$ cat src/rtl/pipeline_pkg.sv
// Shared pipeline definitions: default widths, register-zero ID, ALU opcode
// encodings and the ID/EX bundle layout with its bubble (NOP) value.
package pipeline_pkg;

  localparam int DATA_W_DEF = 16;
  localparam int REG_W_DEF  = 4;
  localparam int OP_W_DEF   = 4;

  // R0 is hard-wired to zero, so it never carries a real dependency
  localparam logic [REG_W_DEF-1:0] R0 = '0;

  typedef enum logic [OP_W_DEF-1:0] {
    ALU_ADD = 4'h0,
    ALU_SUB = 4'h1,
    ALU_AND = 4'h2,
    ALU_OR  = 4'h3,
    ALU_XOR = 4'h4,
    ALU_SLT = 4'h5,
    ALU_SLL = 4'h6,
    ALU_SRL = 4'h7
  } alu_op_e;

  typedef struct packed {
    logic                  valid;
    logic [REG_W_DEF-1:0]  rs;
    logic [REG_W_DEF-1:0]  rt;
    logic [REG_W_DEF-1:0]  rd;
    logic [DATA_W_DEF-1:0] rsData;
    logic [DATA_W_DEF-1:0] rtData;
    logic [DATA_W_DEF-1:0] imm;
    logic [OP_W_DEF-1:0]   aluOp;
    logic                  regwrite;
    logic                  memread;
    logic                  memwrite;
    logic                  alusrc;
    logic                  memtoreg;
  } id_ex_bundle_t;

  // A bubble is all-zero: invalid, no register write, no memory access
  localparam id_ex_bundle_t ID_EX_NOP = '0;

endpackage

$ cat src/rtl/id_ex_stage_if.sv
// Decode-to-Execute bus: the decoded bundle going in, the registered bundle,
// the load-use stall and the bubble counter coming back.
// master = Decode/control side, slave = the ID/EX stage.
interface id_ex_stage_if
  import pipeline_pkg::*;
#(
  parameter int DATA_W = DATA_W_DEF,
  parameter int REG_W  = REG_W_DEF,
  parameter int OP_W   = OP_W_DEF
);

  logic              hold;
  logic              flush;
  logic              id_valid;
  logic [REG_W-1:0]  id_rs;
  logic [REG_W-1:0]  id_rt;
  logic [REG_W-1:0]  id_rd;
  logic              id_uses_rs;
  logic              id_uses_rt;
  logic [DATA_W-1:0] id_rs_data;
  logic [DATA_W-1:0] id_rt_data;
  logic [DATA_W-1:0] id_imm;
  logic [OP_W-1:0]   id_alu_op;
  logic              id_regwrite;
  logic              id_memread;
  logic              id_memwrite;
  logic              id_alusrc;
  logic              id_memtoreg;

  logic              stall;
  logic              ex_valid;
  logic [REG_W-1:0]  ex_rs;
  logic [REG_W-1:0]  ex_rt;
  logic [REG_W-1:0]  ex_rd;
  logic [DATA_W-1:0] ex_rs_data;
  logic [DATA_W-1:0] ex_rt_data;
  logic [DATA_W-1:0] ex_imm;
  logic [OP_W-1:0]   ex_alu_op;
  logic              ex_regwrite;
  logic              ex_memread;
  logic              ex_memwrite;
  logic              ex_alusrc;
  logic              ex_memtoreg;
  logic [15:0]       stall_count;

  modport master (
    output hold, flush, id_valid, id_rs, id_rt, id_rd, id_uses_rs, id_uses_rt,
           id_rs_data, id_rt_data, id_imm, id_alu_op, id_regwrite, id_memread,
           id_memwrite, id_alusrc, id_memtoreg,
    input  stall, ex_valid, ex_rs, ex_rt, ex_rd, ex_rs_data, ex_rt_data, ex_imm,
           ex_alu_op, ex_regwrite, ex_memread, ex_memwrite, ex_alusrc,
           ex_memtoreg, stall_count
  );

  modport slave (
    input  hold, flush, id_valid, id_rs, id_rt, id_rd, id_uses_rs, id_uses_rt,
           id_rs_data, id_rt_data, id_imm, id_alu_op, id_regwrite, id_memread,
           id_memwrite, id_alusrc, id_memtoreg,
    output stall, ex_valid, ex_rs, ex_rt, ex_rd, ex_rs_data, ex_rt_data, ex_imm,
           ex_alu_op, ex_regwrite, ex_memread, ex_memwrite, ex_alusrc,
           ex_memtoreg, stall_count
  );

endinterface

$ cat src/rtl/load_use_detect.sv
// Combinational load-use hazard detector. Raises stall when a valid load in
// Execute writes a register that a live Decode instruction actually reads.
// R0 never creates a hazard; a flushed Decode instruction never stalls.
module load_use_detect
  import pipeline_pkg::*;
#(
  parameter int REG_W = REG_W_DEF
) (
  input  logic             exValid_i,
  input  logic             exMemread_i,
  input  logic [REG_W-1:0] exRd_i,
  input  logic             idValid_i,
  input  logic             idUsesRs_i,
  input  logic [REG_W-1:0] idRs_i,
  input  logic             idUsesRt_i,
  input  logic [REG_W-1:0] idRt_i,
  input  logic             flush_i,
  output logic             stall_o
);

  logic rsMatch;
  logic rtMatch;

  // Compare each used source against the load destination and qualify it
  always_comb begin
    rsMatch = idUsesRs_i && (idRs_i == exRd_i);
    rtMatch = idUsesRt_i && (idRt_i == exRd_i);
    stall_o = exValid_i && exMemread_i && (|exRd_i) && (rsMatch || rtMatch)
              && idValid_i && !flush_i;
  end

endmodule

$ cat src/rtl/id_ex_stage.sv
// ID/EX pipeline register with load-use bubble insertion.
// Edge priority: hold (freeze) > flush (bubble) > stall (bubble, counted)
// > capture. An invalid Decode slot is stored as a bubble.
// Optional feature macro: ID_EX_STALL_CNT_EN builds a saturating 16-bit
// counter of load-use bubbles; otherwise stall_count is tied to 0.
module id_ex_stage
  import pipeline_pkg::*;
#(
  parameter int DATA_W = DATA_W_DEF,
  parameter int REG_W  = REG_W_DEF,
  parameter int OP_W   = OP_W_DEF
) (
  input  logic         clk,
  input  logic         rst,
  id_ex_stage_if.slave bus
);

  id_ex_bundle_t     bundle_q;
  id_ex_bundle_t     bundle_d;
  logic              stall;
  logic [REG_W-1:0]  idRs;
  logic [REG_W-1:0]  idRt;
  logic [REG_W-1:0]  idRd;
  logic [DATA_W-1:0] idRsData;
  logic [DATA_W-1:0] idRtData;
  logic [DATA_W-1:0] idImm;
  logic [OP_W-1:0]   idAluOp;

  assign idRs     = bus.id_rs;
  assign idRt     = bus.id_rt;
  assign idRd     = bus.id_rd;
  assign idRsData = bus.id_rs_data;
  assign idRtData = bus.id_rt_data;
  assign idImm    = bus.id_imm;
  assign idAluOp  = bus.id_alu_op;

  load_use_detect #(.REG_W(REG_W)) u_detect (
    .exValid_i   (bundle_q.valid),
    .exMemread_i (bundle_q.memread),
    .exRd_i      (bundle_q.rd),
    .idValid_i   (bus.id_valid),
    .idUsesRs_i  (bus.id_uses_rs),
    .idRs_i      (idRs),
    .idUsesRt_i  (bus.id_uses_rt),
    .idRt_i      (idRt),
    .flush_i     (bus.flush),
    .stall_o     (stall)
  );

  // Next bundle: freeze, bubble, or the decoded instruction
  always_comb begin
    bundle_d = bundle_q;
    if (bus.hold) begin
      bundle_d = bundle_q;
    end else if (bus.flush || stall || !bus.id_valid) begin
      bundle_d = ID_EX_NOP;
    end else begin
      bundle_d.valid    = 1'b1;
      bundle_d.rs       = idRs;
      bundle_d.rt       = idRt;
      bundle_d.rd       = idRd;
      bundle_d.rsData   = idRsData;
      bundle_d.rtData   = idRtData;
      bundle_d.imm      = idImm;
      bundle_d.aluOp    = idAluOp;
      bundle_d.regwrite = bus.id_regwrite;
      bundle_d.memread  = bus.id_memread;
      bundle_d.memwrite = bus.id_memwrite;
      bundle_d.alusrc   = bus.id_alusrc;
      bundle_d.memtoreg = bus.id_memtoreg;
    end
  end

  // Bundle register, cleared asynchronously to a bubble
  always_ff @(posedge clk or posedge rst) begin
    if (rst) bundle_q <= ID_EX_NOP;
    else     bundle_q <= bundle_d;
  end

`ifdef ID_EX_STALL_CNT_EN
  logic [15:0] stallCount_q;
  logic [15:0] stallCount_d;

  // Count load-use bubbles only; saturate instead of wrapping
  always_comb begin
    stallCount_d = stallCount_q;
    if (!bus.hold && stall && (stallCount_q != 16'hFFFF))
      stallCount_d = stallCount_q + 16'd1;
  end

  // Counter register, cleared only by reset
  always_ff @(posedge clk or posedge rst) begin
    if (rst) stallCount_q <= '0;
    else     stallCount_q <= stallCount_d;
  end

  assign bus.stall_count = stallCount_q;
`else
  assign bus.stall_count = '0;
`endif

  assign bus.stall       = stall;
  assign bus.ex_valid    = bundle_q.valid;
  assign bus.ex_rs       = bundle_q.rs;
  assign bus.ex_rt       = bundle_q.rt;
  assign bus.ex_rd       = bundle_q.rd;
  assign bus.ex_rs_data  = bundle_q.rsData;
  assign bus.ex_rt_data  = bundle_q.rtData;
  assign bus.ex_imm      = bundle_q.imm;
  assign bus.ex_alu_op   = bundle_q.aluOp;
  assign bus.ex_regwrite = bundle_q.regwrite;
  assign bus.ex_memread  = bundle_q.memread;
  assign bus.ex_memwrite = bundle_q.memwrite;
  assign bus.ex_alusrc   = bundle_q.alusrc;
  assign bus.ex_memtoreg = bundle_q.memtoreg;

endmodule
$ cat src/flat_wrapper.sv
// flat-port wrapper written by rule: the top's interface ports become plain ports
module id_ex_stage_flat import pipeline_pkg::*;
#(
  parameter int DATA_W = DATA_W_DEF,
  parameter int REG_W  = REG_W_DEF,
  parameter int OP_W   = OP_W_DEF
)
  (clk, rst, bus_hold, bus_flush, bus_id_valid, bus_id_rs, bus_id_rt, bus_id_rd, bus_id_uses_rs, bus_id_uses_rt, bus_id_rs_data, bus_id_rt_data, bus_id_imm, bus_id_alu_op, bus_id_regwrite, bus_id_memread, bus_id_memwrite, bus_id_alusrc, bus_id_memtoreg, bus_stall, bus_ex_valid, bus_ex_rs, bus_ex_rt, bus_ex_rd, bus_ex_rs_data, bus_ex_rt_data, bus_ex_imm, bus_ex_alu_op, bus_ex_regwrite, bus_ex_memread, bus_ex_memwrite, bus_ex_alusrc, bus_ex_memtoreg, bus_stall_count);
  id_ex_stage_if #(.DATA_W(DATA_W), .REG_W(REG_W), .OP_W(OP_W)) bus_i ();
  input  logic clk;
  input  logic rst;
  input wire logic [$bits(bus_i.hold)-1:0] bus_hold;
  input wire logic [$bits(bus_i.flush)-1:0] bus_flush;
  input wire logic [$bits(bus_i.id_valid)-1:0] bus_id_valid;
  input wire logic [$bits(bus_i.id_rs)-1:0] bus_id_rs;
  input wire logic [$bits(bus_i.id_rt)-1:0] bus_id_rt;
  input wire logic [$bits(bus_i.id_rd)-1:0] bus_id_rd;
  input wire logic [$bits(bus_i.id_uses_rs)-1:0] bus_id_uses_rs;
  input wire logic [$bits(bus_i.id_uses_rt)-1:0] bus_id_uses_rt;
  input wire logic [$bits(bus_i.id_rs_data)-1:0] bus_id_rs_data;
  input wire logic [$bits(bus_i.id_rt_data)-1:0] bus_id_rt_data;
  input wire logic [$bits(bus_i.id_imm)-1:0] bus_id_imm;
  input wire logic [$bits(bus_i.id_alu_op)-1:0] bus_id_alu_op;
  input wire logic [$bits(bus_i.id_regwrite)-1:0] bus_id_regwrite;
  input wire logic [$bits(bus_i.id_memread)-1:0] bus_id_memread;
  input wire logic [$bits(bus_i.id_memwrite)-1:0] bus_id_memwrite;
  input wire logic [$bits(bus_i.id_alusrc)-1:0] bus_id_alusrc;
  input wire logic [$bits(bus_i.id_memtoreg)-1:0] bus_id_memtoreg;
  output wire logic [$bits(bus_i.stall)-1:0] bus_stall;
  output wire logic [$bits(bus_i.ex_valid)-1:0] bus_ex_valid;
  output wire logic [$bits(bus_i.ex_rs)-1:0] bus_ex_rs;
  output wire logic [$bits(bus_i.ex_rt)-1:0] bus_ex_rt;
  output wire logic [$bits(bus_i.ex_rd)-1:0] bus_ex_rd;
  output wire logic [$bits(bus_i.ex_rs_data)-1:0] bus_ex_rs_data;
  output wire logic [$bits(bus_i.ex_rt_data)-1:0] bus_ex_rt_data;
  output wire logic [$bits(bus_i.ex_imm)-1:0] bus_ex_imm;
  output wire logic [$bits(bus_i.ex_alu_op)-1:0] bus_ex_alu_op;
  output wire logic [$bits(bus_i.ex_regwrite)-1:0] bus_ex_regwrite;
  output wire logic [$bits(bus_i.ex_memread)-1:0] bus_ex_memread;
  output wire logic [$bits(bus_i.ex_memwrite)-1:0] bus_ex_memwrite;
  output wire logic [$bits(bus_i.ex_alusrc)-1:0] bus_ex_alusrc;
  output wire logic [$bits(bus_i.ex_memtoreg)-1:0] bus_ex_memtoreg;
  output wire logic [$bits(bus_i.stall_count)-1:0] bus_stall_count;
  assign bus_i.hold = bus_hold;
  assign bus_i.flush = bus_flush;
  assign bus_i.id_valid = bus_id_valid;
  assign bus_i.id_rs = bus_id_rs;
  assign bus_i.id_rt = bus_id_rt;
  assign bus_i.id_rd = bus_id_rd;
  assign bus_i.id_uses_rs = bus_id_uses_rs;
  assign bus_i.id_uses_rt = bus_id_uses_rt;
  assign bus_i.id_rs_data = bus_id_rs_data;
  assign bus_i.id_rt_data = bus_id_rt_data;
  assign bus_i.id_imm = bus_id_imm;
  assign bus_i.id_alu_op = bus_id_alu_op;
  assign bus_i.id_regwrite = bus_id_regwrite;
  assign bus_i.id_memread = bus_id_memread;
  assign bus_i.id_memwrite = bus_id_memwrite;
  assign bus_i.id_alusrc = bus_id_alusrc;
  assign bus_i.id_memtoreg = bus_id_memtoreg;
  assign bus_stall = bus_i.stall;
  assign bus_ex_valid = bus_i.ex_valid;
  assign bus_ex_rs = bus_i.ex_rs;
  assign bus_ex_rt = bus_i.ex_rt;
  assign bus_ex_rd = bus_i.ex_rd;
  assign bus_ex_rs_data = bus_i.ex_rs_data;
  assign bus_ex_rt_data = bus_i.ex_rt_data;
  assign bus_ex_imm = bus_i.ex_imm;
  assign bus_ex_alu_op = bus_i.ex_alu_op;
  assign bus_ex_regwrite = bus_i.ex_regwrite;
  assign bus_ex_memread = bus_i.ex_memread;
  assign bus_ex_memwrite = bus_i.ex_memwrite;
  assign bus_ex_alusrc = bus_i.ex_alusrc;
  assign bus_ex_memtoreg = bus_i.ex_memtoreg;
  assign bus_stall_count = bus_i.stall_count;
  id_ex_stage #(.DATA_W(DATA_W), .REG_W(REG_W), .OP_W(OP_W)) u_core (.clk(clk), .rst(rst), .bus(bus_i));
endmodule
$ cat config.mk
export PLATFORM = sky130hd
export DESIGN_NAME = id_ex_stage_flat
export DESIGN_NICKNAME = d
export VERILOG_FILES = /design/src/rtl/pipeline_pkg.sv /design/src/rtl/id_ex_stage_if.sv /design/src/rtl/load_use_detect.sv /design/src/rtl/id_ex_stage.sv /design/src/flat_wrapper.sv
export SDC_FILE = /design/constraint.sdc
export NUM_CORES = 1
export LEC_CHECK = 0
export ABC_AREA = 0
export CORE_ASPECT_RATIO = 1.2
export CORE_MARGIN = 2
export CORE_UTILIZATION = 30
export DETAILED_ROUTE_END_ITERATION = 10
export GPL_TIMING_DRIVEN = 0
export PLACE_DENSITY = 0.65
export SETUP_SLACK_MARGIN = 0.05
export SLEW_MARGIN = 20
export SYNTH_ARGS = -nofsm -noshare
export SYNTH_HDL_FRONTEND = slang
export SYNTH_SLANG_ARGS = --single-unit
$ cat constraint.sdc
create_clock -name clk -period 2 [get_ports clk]
set_input_delay 0.2 -clock clk [delete_from_list [all_inputs] [get_ports clk]]
set_output_delay 0.2 -clock clk [all_outputs]
set_load 0.02 [all_outputs]
==> results of run 1 <==
==> power groups by stage <==
stage	Combinational, W	Clock [W]	Sequential (W)
global route	0.000808	0.00150	0.00156
finish	0.000753	0.00140	0.00155
global placement	0.000705	0	0.00157
floorplan	0.000235	0	0.00166
CTS	0.000740	0.00144	0.00155
detailed placement	0.000720	0	0.00158
==> worst register-to-register path: cells and delay by family, from the launching register on <==
kind | cells | cell delay [ns]
buf+inv | 2 | 0.40
compound gates | 1 | 0.24
simple gates | 3 | 0.81
flops | 1 | 0.40
==> through the flow <==
step                      setup slack (ns)  utilization (%)  std cells  instance area [um^2]  setup TNS, ns
final                               -0.165             50.8        697                  5880         -0.165
after global routing                -0.211             50.8        697                  5880         -0.231
after CTS                           -0.183             49.3        697                  5710         -0.183
after detailed placement             -1.27             45.9        675                  5300         -39.96
after global placement               -1.29             45.5        673                  5260         -41.39
after floorplan                     0.0516                -        370                  3610              0
==> layer usage <==
metal  share of wire (%)  vias up  global-route usage [%]
met1                  44     1685                    22.3
met3                 5.5       19                    3.11
met5                   0        -                       0
met4                 1.8        0                    5.76
li1                    -     1600                       -
met2                  49      125                    26.9
==> layout by cell type (no fill, tap or decap), types with 2 or more instances in the layout <==
cell type        count
conb_1              16
buf_12               3
clkbuf_1            22
dfrtp_1             68
clkdlybuf4s50_1    145
clkinv_2             2
nand3b_1            69
nor2b_1              2
o31ai_4              2
o31ai_1             33
or2b_1               2
buf_6                9
inv_1                4
buf_4               29
nand2_1             71
dfrtp_2              2
o31ai_2             34
xnor2_1              4
clkbuf_16            9
==> cell families (layout without fill, tap and decap cells) <==
logic type | Yosys count | in the layout | share of synthesized area (%)
simple gates | 149 | 149 | 24.1
flops | 70 | 70 | 49.4
other cells | 1 | 16 | 0.106
compound gates | 73 | 73 | 15.7
buf+inv | 57 | 227 | 9.46
xor+xnor | 5 | 5 | 1.23
==> cell usage after synthesis, drive strengths merged <==
cell type	number	share of area [%]
xnor2	4	0.99
inv	5	0.53
o31ai	69	15
conb	1	0.11
clkbuf	21	2.2
nor3	1	0.28
or2b	2	0.42
nor2b	2	0.35
dfrtp	70	49
nand3b	69	15
nand2	71	7.5
o21ba	1	0.28
xor2	1	0.25
buf	31	6.7
o2111ai	1	0.25
nor4b	1	0.42
a222oi	1	0.28
o41ai	1	0.25
nand4	1	0.18
or4	1	0.21
nand3	1	0.14
==> worst max-delay path by stage <==
stage / startpoint / to / cells past startpoint
5_1_grt: u_core.bus.ex_rd[2] / bus_stall / 6
3_5_place_dp: bus_id_rs[3] / bus_stall / 7
3_3_place_gp: bus_id_rs[3] / bus_stall / 7
2_1_floorplan: u_core.bus.ex_rd[0] / bus_stall / 5
6_report: u_core.bus.ex_rd[2] / bus_stall / 6
4_1_cts: u_core.bus.ex_rd[2] / bus_stall / 6
==> sequential cells by signal (all words and copies together), names as in the netlist <==
signal	count
u_core.bus.ex_rt	4
u_core.bus.ex_memtoreg	1
u_core.bus.ex_rt_data	16
u_core.bus.ex_imm	16
u_core.bus.ex_memwrite	1
u_core.bus.ex_valid	1
u_core.bus.ex_rd	4
u_core.bus.ex_memread	1
u_core.bus.ex_rs	4
u_core.bus.ex_rs_data	16
u_core.bus.ex_alu_op	4
u_core.bus.ex_alusrc	1
u_core.bus.ex_regwrite	1
==> final cells by class <==
cell class | count | area share [%]
sequential | 70 | 29.8
buffer | 52 | 5.98
timing repair buffer | 156 | 26.6
clock buffer | 12 | 4.19
tap | 157 | 3.34
inverter | 5 | 0.383
clock inverter | 2 | 0.170
multi-input combinational | 243 | 29.5
==> repair_timing <==
| item | CTS | global route |
|---|---|---|
| setup endpoints to repair | 71 | 56 |
| gates resized for setup | 26 | 39 |
| pin swaps | 3 | 2 |
| buffers inserted | 9 | 2 |
==> key figures, run 1 <==
Status
  • Outcome: finished with violations
  • Failing checks: setup timing

Global routing
  • Total track usage: 16.7%
  • Initial antenna violation count: 0
  • First-pass GRT wire length: roughly 17 mm
  • GRT overflow: 0
  • Largest net degree at the start of global routing: 34
  • Vias in the first global route: 3340

STA
  • Fmax: 462 MHz
  • Fin crit share: 108%
  • Skew final: 0.00735 ns
  • Final min period: 2.16 ns
  • Final hold vios: 0
  • Slew headroom: 62.7%
  • Final hold slack: about 0.16 ns
  • Slew @ Worst Pin: 0.557 ns
  • RSZ-0062 raised after global routing: true
  • Final Max Slew Viols: 0
  • Setup slack after layout: -0.165 ns
  • Final setup viols: 1

Min path
  • Min-Delay Path Class: in -> async

Synth
  • Synth cell types: 24
  • Syn. warnings: 0
  • Gate Count Post-Synth: 355
  • Syn Area/Cell: 9.99 um^2
  • Register area share after synthesis: between 40% and 50%
  • Syn Std Cell Area: 3550 um^2
  • #FFs+latches synth: 70

Clock tree
  • Hold_buf cts: 0
  • Worst-skew pair later-pin latency: roughly 0.32 ns
  • H-tree levels: 3
  • Cts bufs inserted: 9
  • Maximum buffer depth of the clock tree: 2
  • CTS tree: done
  • Clock Sinks: 70
  • Root buffer cell: clkbuf_16
  • Clock-pin slew on the worst setup and hold paths: 0.05 ns

Pwr
  • Combinational group share of total power: roughly a fifth
  • Overall power: around 0.0037 W
  • Sequential Power Share: 41.9%
  • Maximum vdd drop: 328 uV
  • Cell-internal power: approximately 0.0027 W
  • Sw power: 0.000954 W
  • Clock Power Share: 37.8%
  • Switching Fraction: 25.8%
  • Leakage: roughly 2.4 nW
  • Power per cell area: 630 nW/um^2

Layout
  • Area Growth Syn to Fin: 65.8%
  • Final nets: 613
  • Layout cells sized above 1: 17.8%
  • N_diodes: 0
  • Multi-input combinational cell area: 1730 um^2
  • Storage element area: about 1800 um^2
  • Fill count: between 1000 and 1500

Placement
  • Gp weighted congestion: 0.843
  • Count of buffers from port buffering: 146
  • Hpwl dp: 7.69 mm

Routing
  • Vias: 3429
  • Routed WL: 11.0 mm
  • Vias per Instance: 4.92
  • Drt wl/cell: 15.8 um
  • Router iterations before antenna repair: 5
  • Drt initial violations: a little under 100
  • Detail Route Antenna Nets: 0
  • Drt drc: 0

Floorplan
  • Die Wd: 103 um
  • Die ar.: 12700 um^2
  • Die height: ~120 um
  • Starting Density: 30.7%
  • Cell Rows: 43
  • # IOs: approximately 160
  • Core box area: around 12000 um^2

Worst setup path
  • Setup CP Type: reg -> out
  • Worst path max stage delay: between 0.5 and 0.6 ns
  • Slowest CP cell: or4_1
  • WP data arrival: 1.96 ns
  • Crit. End Element: primary output
  • CP cell instances: or4_1, nand4_1, nor4b_4, buf_6, o21ba_4, buf_6
  • RR Endpoint: u_core.bus.ex_rt[3]
  • R2R depth: 6
  • Buf/Inv on CP: 2
  • Crit path max fanout: 2
  • Worst path most repeated cell: buf_6
  • Startpoint Class: flop
  • Critical Path RT: 1.80 ns
  • R2r startpoint: u_core.bus.ex_rd[2]
  • Reg-to-reg slack, setup: 0.05 ns
  • CP delay by family, top: simple AND/OR/NAND/NOR gates

Job
  • Max Cap Viol: 0
Note: power is estimated with default switching activity, not from simulation.
==> run 2, diff against run 1 <==
--- a/config.mk
+++ b/config.mk
@@ -9,6 +9,7 @@
 export CORE_ASPECT_RATIO = 1.2
 export CORE_MARGIN = 2
 export CORE_UTILIZATION = 30
+export CTS_BUF_LIST = sky130_fd_sc_hd__clkbuf_4 sky130_fd_sc_hd__clkbuf_8 sky130_fd_sc_hd__clkbuf_16
 export DETAILED_ROUTE_END_ITERATION = 10
 export GPL_TIMING_DRIVEN = 0
 export PLACE_DENSITY = 0.65
==> key figures, run 2 (synthesis gave the netlist of run 1 again) <==
Layout
  • Commonest non-fill, non-tap cell in the layout: clkdlybuf4s50_1
  • Area Growth Syn to Fin: 66.0%
  • Final core utilization: 50.9%
  • Fill count: 1080
  • Non-Filler Instances: 697
  • Layout cells sized above 1: between 10% and 20%
  • N_diodes: 0
  • Final nets: around 610
  • Most frequent cells in the layout: 145 x clkdlybuf4s50_1, 71 x nand2_1, 69 x nand3b_1

Clock tree
  • Maximum buffer depth of the clock tree: 2
  • Cts bufs inserted: 9
  • H-tree levels: 3
  • CTS tree: done
  • Hold_buf cts: 0
  • Clock-pin slew on the worst setup and hold paths: 0.05 ns
  • Clock Sinks: 70
  • Root buffer cell: clkbuf_16
  • Worst-skew pair later-pin latency: 0.32 ns

Worst setup path
  • Startpoint Class: flop
  • Crit path max fanout: 2
  • WP data arrival: 1.96 ns
  • RR Endpoint: u_core.bus.ex_rt[3]
  • R2r startpoint: u_core.bus.ex_rd[2]
  • Reg-to-reg slack, setup: 0.05 ns
  • Setup CP Type: reg -> out
  • Crit. End Element: primary output
  • Critical Path RT: roughly 1.8 ns
  • R2R depth: 6

Floorplan
  • Starting Density: 30.7%
  • Die ar.: 12700 um^2
  • Core box area: 11600 um^2
  • # IOs: approximately 160
  • Die Wd: 103 um
  • Die height: about 120 um
  • Cell Rows: 43

Pwr
  • Power per cell area: 634 nW/um^2
  • Overall power: 0.00373 W
  • Leakage: 2.43 nW
  • Maximum vdd drop: 328 uV

STA
  • Fin crit share: 108%
  • Final setup viols: 1
  • Setup slack after layout: -0.165 ns
  • Final hold vios: 0
  • Final Max Slew Viols: 0
  • Skew final: 0.00738 ns
  • Slew headroom: between 60% and 70%
  • Slew @ Worst Pin: 0.557 ns
  • Final hold slack: ~0.16 ns
  • Fmax: around 460 MHz
  • RSZ-0062 raised after global routing: true
  • Final min period: approximately 2.2 ns

Global routing
  • Initial antenna violation count: 0
  • Largest net degree at the start of global routing: 34
  • Total track usage: 16.7%
  • First-pass GRT wire length: 16.6 mm
  • Vias in the first global route: 3342
  • GRT overflow: 0

Routing
  • Drt wl/cell: 15.8 um
  • Routed WL: 11.0 mm
  • Drt drc: 0
  • Vias per Instance: 4.92
  • Drt initial violations: 99
  • Detail Route Antenna Nets: 0
  • Router iterations before antenna repair: 4
  • Vias: 3427

Job
  • Max Cap Viol: 0

Placement
  • Hpwl dp: 7.69 mm
  • Count of buffers from port buffering: 146
  • Placed Cells: 675
  • Gp weighted congestion: around 0.84

Min path
  • Min-Delay Path Class: in -> async

Status
  • Failing checks: setup timing
  • Outcome: finished with violations
-- run 2: worst max-delay path by stage --
stage,from,end,slack [ns],depth (start not counted)
after floorplan,u_core.bus.ex_rd[0],bus_stall,0.05,5
after global placement,bus_id_rs[3],bus_stall,-1.29,7
after detailed placement,bus_id_rs[3],bus_stall,-1.27,7
after CTS,u_core.bus.ex_rd[2],bus_stall,-0.18,6
after global routing,u_core.bus.ex_rd[2],bus_stall,-0.21,6
final,u_core.bus.ex_rd[2],bus_stall,-0.16,6
-- run 2: layer usage --
layer / part of all wire (%) / track usage [%]
met1: 44 / 22.3
met2: 49 / 26.9
met3: 5.5 / 3.11
met4: 1.8 / 5.76
met5: 0 / 0
-- run 2: timing repair --
| item | 4_1_cts | 5_1_grt |
|---|---|---|
| pin swaps | 3 | 2 |
| gates resized for setup | 26 | 39 |
| buffers inserted | 9 | 2 |
| endpoints found under the hold margin | 0 | 0 |
| gates cloned | 0 | 0 |
| endpoints found under the setup margin | 71 | 56 |
-- run 2: worst max-delay path, cell delays in order, from the launching register on --
cell,delay (ns)
dfrtp_2,0.40
or4_1,0.51
nand4_1,0.21
nor4b_4,0.09
buf_6,0.13
o21ba_4,0.18
buf_6,0.12
-- run 2: layout make-up --
type                       count  area [um^2]  share of cell area, %
timing repair buffer         156         1560                   26.6
inverter                       5         22.5                  0.383
tap                          157          196                   3.34
buffer                        52          352                   5.97
clock buffer                  12          254                   4.32
sequential                    70         1750                   29.8
multi-input combinational    243         1730                   29.5
clock inverter                 2         10.0                  0.170
-- run 2: through the flow --
step                      worst slack, ns  TNS, ns  instance area (um^2)
after floorplan                    0.0516        0                  3610
after global placement              -1.29   -41.39                  5260
after detailed placement            -1.27   -39.96                  5300
after CTS                          -0.183   -0.183                  5710
after global routing               -0.211   -0.231                  5890
final                              -0.165   -0.165                  5890
-- run 2: report_power, final --
| group | switching, W | internal (W) | leakage [nW] |
|---|---|---|---|
| combinational | 0.000357 | 0.000396 | 1.35 |
| sequential | 0.0000523 | 0.00150 | 0.941 |
| clock | 0.000546 | 0.000882 | 0.135 |
| total | 0.000954 | 0.00278 | 2.43 |
==> run 3, diff against run 2 <==
--- a/config.mk
+++ b/config.mk
@@ -10,11 +10,14 @@
 export CORE_MARGIN = 2
 export CORE_UTILIZATION = 30
 export CTS_BUF_LIST = sky130_fd_sc_hd__clkbuf_4 sky130_fd_sc_hd__clkbuf_8 sky130_fd_sc_hd__clkbuf_16
+export CTS_CLUSTER_SIZE = 12
 export DETAILED_ROUTE_END_ITERATION = 10
 export GPL_TIMING_DRIVEN = 0
-export PLACE_DENSITY = 0.65
+export PLACE_DENSITY = 0.66
 export SETUP_SLACK_MARGIN = 0.05
 export SLEW_MARGIN = 20
 export SYNTH_ARGS = -nofsm -noshare
 export SYNTH_HDL_FRONTEND = slang
+export SYNTH_HIERARCHICAL = 1
 export SYNTH_SLANG_ARGS = --single-unit
+export TNS_END_PERCENT = 20
==> key figures, run 3 <==
Status
  • Outcome: completed

Routing
  • Drt initial violations: 71
  • Vias per Instance: between 4 and 5
  • Max Used Layer: met4
  • Detail Route Antenna Nets: 0
  • Routed WL: 8.99 mm
  • Metal2 WL: 4.31 mm
  • Drt drc: 0
  • Vias: 2832
  • Met1 Routed Length: 3.88 mm
  • Drt wl/cell: 13.9 um
  • Router iterations before antenna repair: 4
  • WL met3: 583 um

Layout
  • Commonest non-fill, non-tap cell in the layout: clkdlybuf4s50_1
  • Layout cells sized above 1: approximately 14%
  • Area Growth Syn to Fin: 64.8%
  • Most frequent cells in the layout: 144 x clkdlybuf4s50_1, 70 x nand2_1, 69 x nand2b_1
  • N_diodes: 0
  • Final nets: between 500 and 600

Job
  • Max Cap Viol: 0

Synth
  • Asr flop ratio synth: 100%
  • Syn. warnings: 6
  • Syn Area/Cell: 9.67 um^2
  • Syn Std Cell Area: between 3000 and 4000 um^2
  • Gate Count Post-Synth: 336
  • Synth area leader: dfrtp_1
  • Synth Flop Type: dfrtp_1
  • #FFs+latches synth: 70
  • Top post-synthesis cells by area: dfrtp_1 54%, nand2b_1 13%, o21ai_1 9.1%, nand2_1 8.1%, buf_4 3.7%
  • Register area share after synthesis: 53.9%
  • Synth cell types: 19
  • Top-area cell type share of the netlist area: 53.9%
  • Synth cell count leaders: 70 x dfrtp_1, 70 x nand2_1, 69 x nand2b_1
  • EDFF count, synth: 0

Clock tree
  • H-tree levels: 3
  • CTS tree: done
  • Cts bufs inserted: 9
  • Clock-pin slew on the worst setup and hold paths: 0.05 ns
  • Worst-skew pair later-pin latency: 0.32 ns
  • Root buffer cell: clkbuf_16
  • Clock Sinks: 70
  • Maximum buffer depth of the clock tree: 2

Placement
  • Count of buffers from port buffering: 145
  • Gp weighted congestion: approximately 0.73
  • Hpwl dp: 6.63 mm

Global routing
  • Initial antenna violation count: 0
  • Vias in the first global route: just under 3000
  • Total track usage: 15.9%
  • GRT overflow: 0
  • First-pass GRT wire length: 14.8 mm
  • Largest net degree at the start of global routing: 35

Floorplan
  • Die ar.: about 12000 um^2
  • # IOs: 163
  • Die height: ~120 um
  • Die Wd: around 100 um
  • Cell Rows: 41
  • Core box area: 10500 um^2
  • Starting Density: 30.9%

STA
  • RSZ-0062 raised after global routing: true
  • Final setup viols: 0
  • Skew final: 0.00438 ns
  • Fin crit share: between 90% and 100%
  • Final hold vios: 0
  • Final Max Slew Viols: 0
  • Fmax: 526 MHz
  • Final hold slack: around 0.15 ns
  • Fin Setup TNS: 0 ns
  • Final min period: 1.90 ns

Worst setup path
  • Crit. End Element: primary output
  • Setup CP Type: reg -> out
  • Reg-to-reg slack, setup: 0.11 ns
  • Critical Path RT: 1.80 ns
  • Worst path max stage delay: 0.44 ns
  • WP data arrival: around 1.7 ns
  • Crit path max fanout: 4
  • Slowest CP cell: dfrtp_2
  • Startpoint Class: flop
  • R2r startpoint: u_core/bus.ex_rd[0]
  • CP cell instances: xor2_1, nor3_1, nand3_1, a211oi_4, buf_4
  • R2R depth: 7
  • RR Endpoint: u_core/bus.ex_rt_data[2]

Pwr
  • Sw power: 0.000968 W
  • Switching Fraction: 23.5%
  • Cell-internal power: 0.00315 W
  • Maximum vdd drop: 387 uV
  • Combinational group share of total power: 18.3%
  • Power per cell area: 769 nW/um^2
  • Leakage: approximately 2.3 nW
  • Sequential Power Share: 37.6%
  • Clock Power Share: 44.2%

Min path
  • Min-Delay Path Class: in -> async
[run 3: cell count changes after synthesis, sizes merged, moves of 2 or more]
| cell | delta |
|---|---|
| buf | +2 |
| nor2b | -2 |
| inv | -4 |
| xor2 | +5 |
| o21ai | +70 |
| nand2b | +69 |
| xnor2 | -2 |
| o31ai | -69 |
| nand3b | -69 |
| clkbuf | -15 |
| or2b | -2 |
[run 3: worst max-delay path: cells and delay by family (launching register included)]
kind,cells,cell delay (ns)
XOR/XNOR,1,0.15
AO/OA/AOI/OAI,1,0.27
buffers and inverters,1,0.19
flip-flops,1,0.44
AND/OR/NAND/NOR,2,0.33
[run 3: through the flow]
step	cell area (um^2)	instances	utilization (%)	setup WS [ns]	power (W)
after floorplan	3320	351	-	0.0701	0.00193
after global placement	4930	625	46.9	-0.276	0.00230
after detailed placement	4970	627	47.3	-0.309	0.00232
after CTS	5320	644	50.6	0.0517	0.00418
after global routing	5360	645	50.9	0.0139	0.00430
final	5360	645	50.9	0.0989	0.00412
[run 3: logic make-up after synthesis]
family          share of synthesized area, %
simple gates                            22.7
compound gates                          12.4
flops                                   53.9
buf+inv                                 8.66
xor+xnor                                2.16
other cells                            0.115
[run 3: how the worst max path moves through the flow]
stage / start / end / slack (ns) / cells past startpoint
2_1_floorplan: u_core/bus.ex_rd[3] / u_core/bus.ex_memtoreg / 0.07 / 8
3_3_place_gp: bus_id_rs[0] / bus_stall / -0.28 / 6
3_5_place_dp: bus_id_rs[0] / bus_stall / -0.31 / 6
4_1_cts: u_core/bus.ex_rd[2] / u_core/bus.ex_rt_data[2] / 0.05 / 6
5_1_grt: u_core/bus.ex_rd[0] / bus_stall / 0.01 / 5
6_report: u_core/bus.ex_rd[0] / bus_stall / 0.1 / 5
[run 3: per-layer routing]
layer,track usage (%),vias to the layer above
met5,0,-
met4,6.51,0
met3,4.16,15
met2,25.2,104
met1,20.5,1316
li1,-,1397
[run 3: power groups by stage]
stage / Combinational, W / Clock, W / Sequential [W]
2_1_floorplan: 0.000265 / 0 / 0.00166
3_3_place_gp: 0.000732 / 0 / 0.00157
3_5_place_dp: 0.000748 / 0 / 0.00157
4_1_cts: 0.000753 / 0.00188 / 0.00155
5_1_grt: 0.000810 / 0.00193 / 0.00156
6_report: 0.000753 / 0.00182 / 0.00155
[run 3: timing repair]
item,CTS,global route
setup buffers,1,1
hold buffers,0,0
pin swaps,1,2
resized for setup,5,7
setup endpoints to repair,1,71
[run 3: cell type report]
cell class                 count  area (um^2)
timing repair buffer         149         1500
buffer                        39          289
clock inverter                 4         95.1
fill                        1033         5160
sequential                    70         1760
clock buffer                  12          248
tap                          129          161
multi-input combinational    241         1300
inverter                       1         7.51
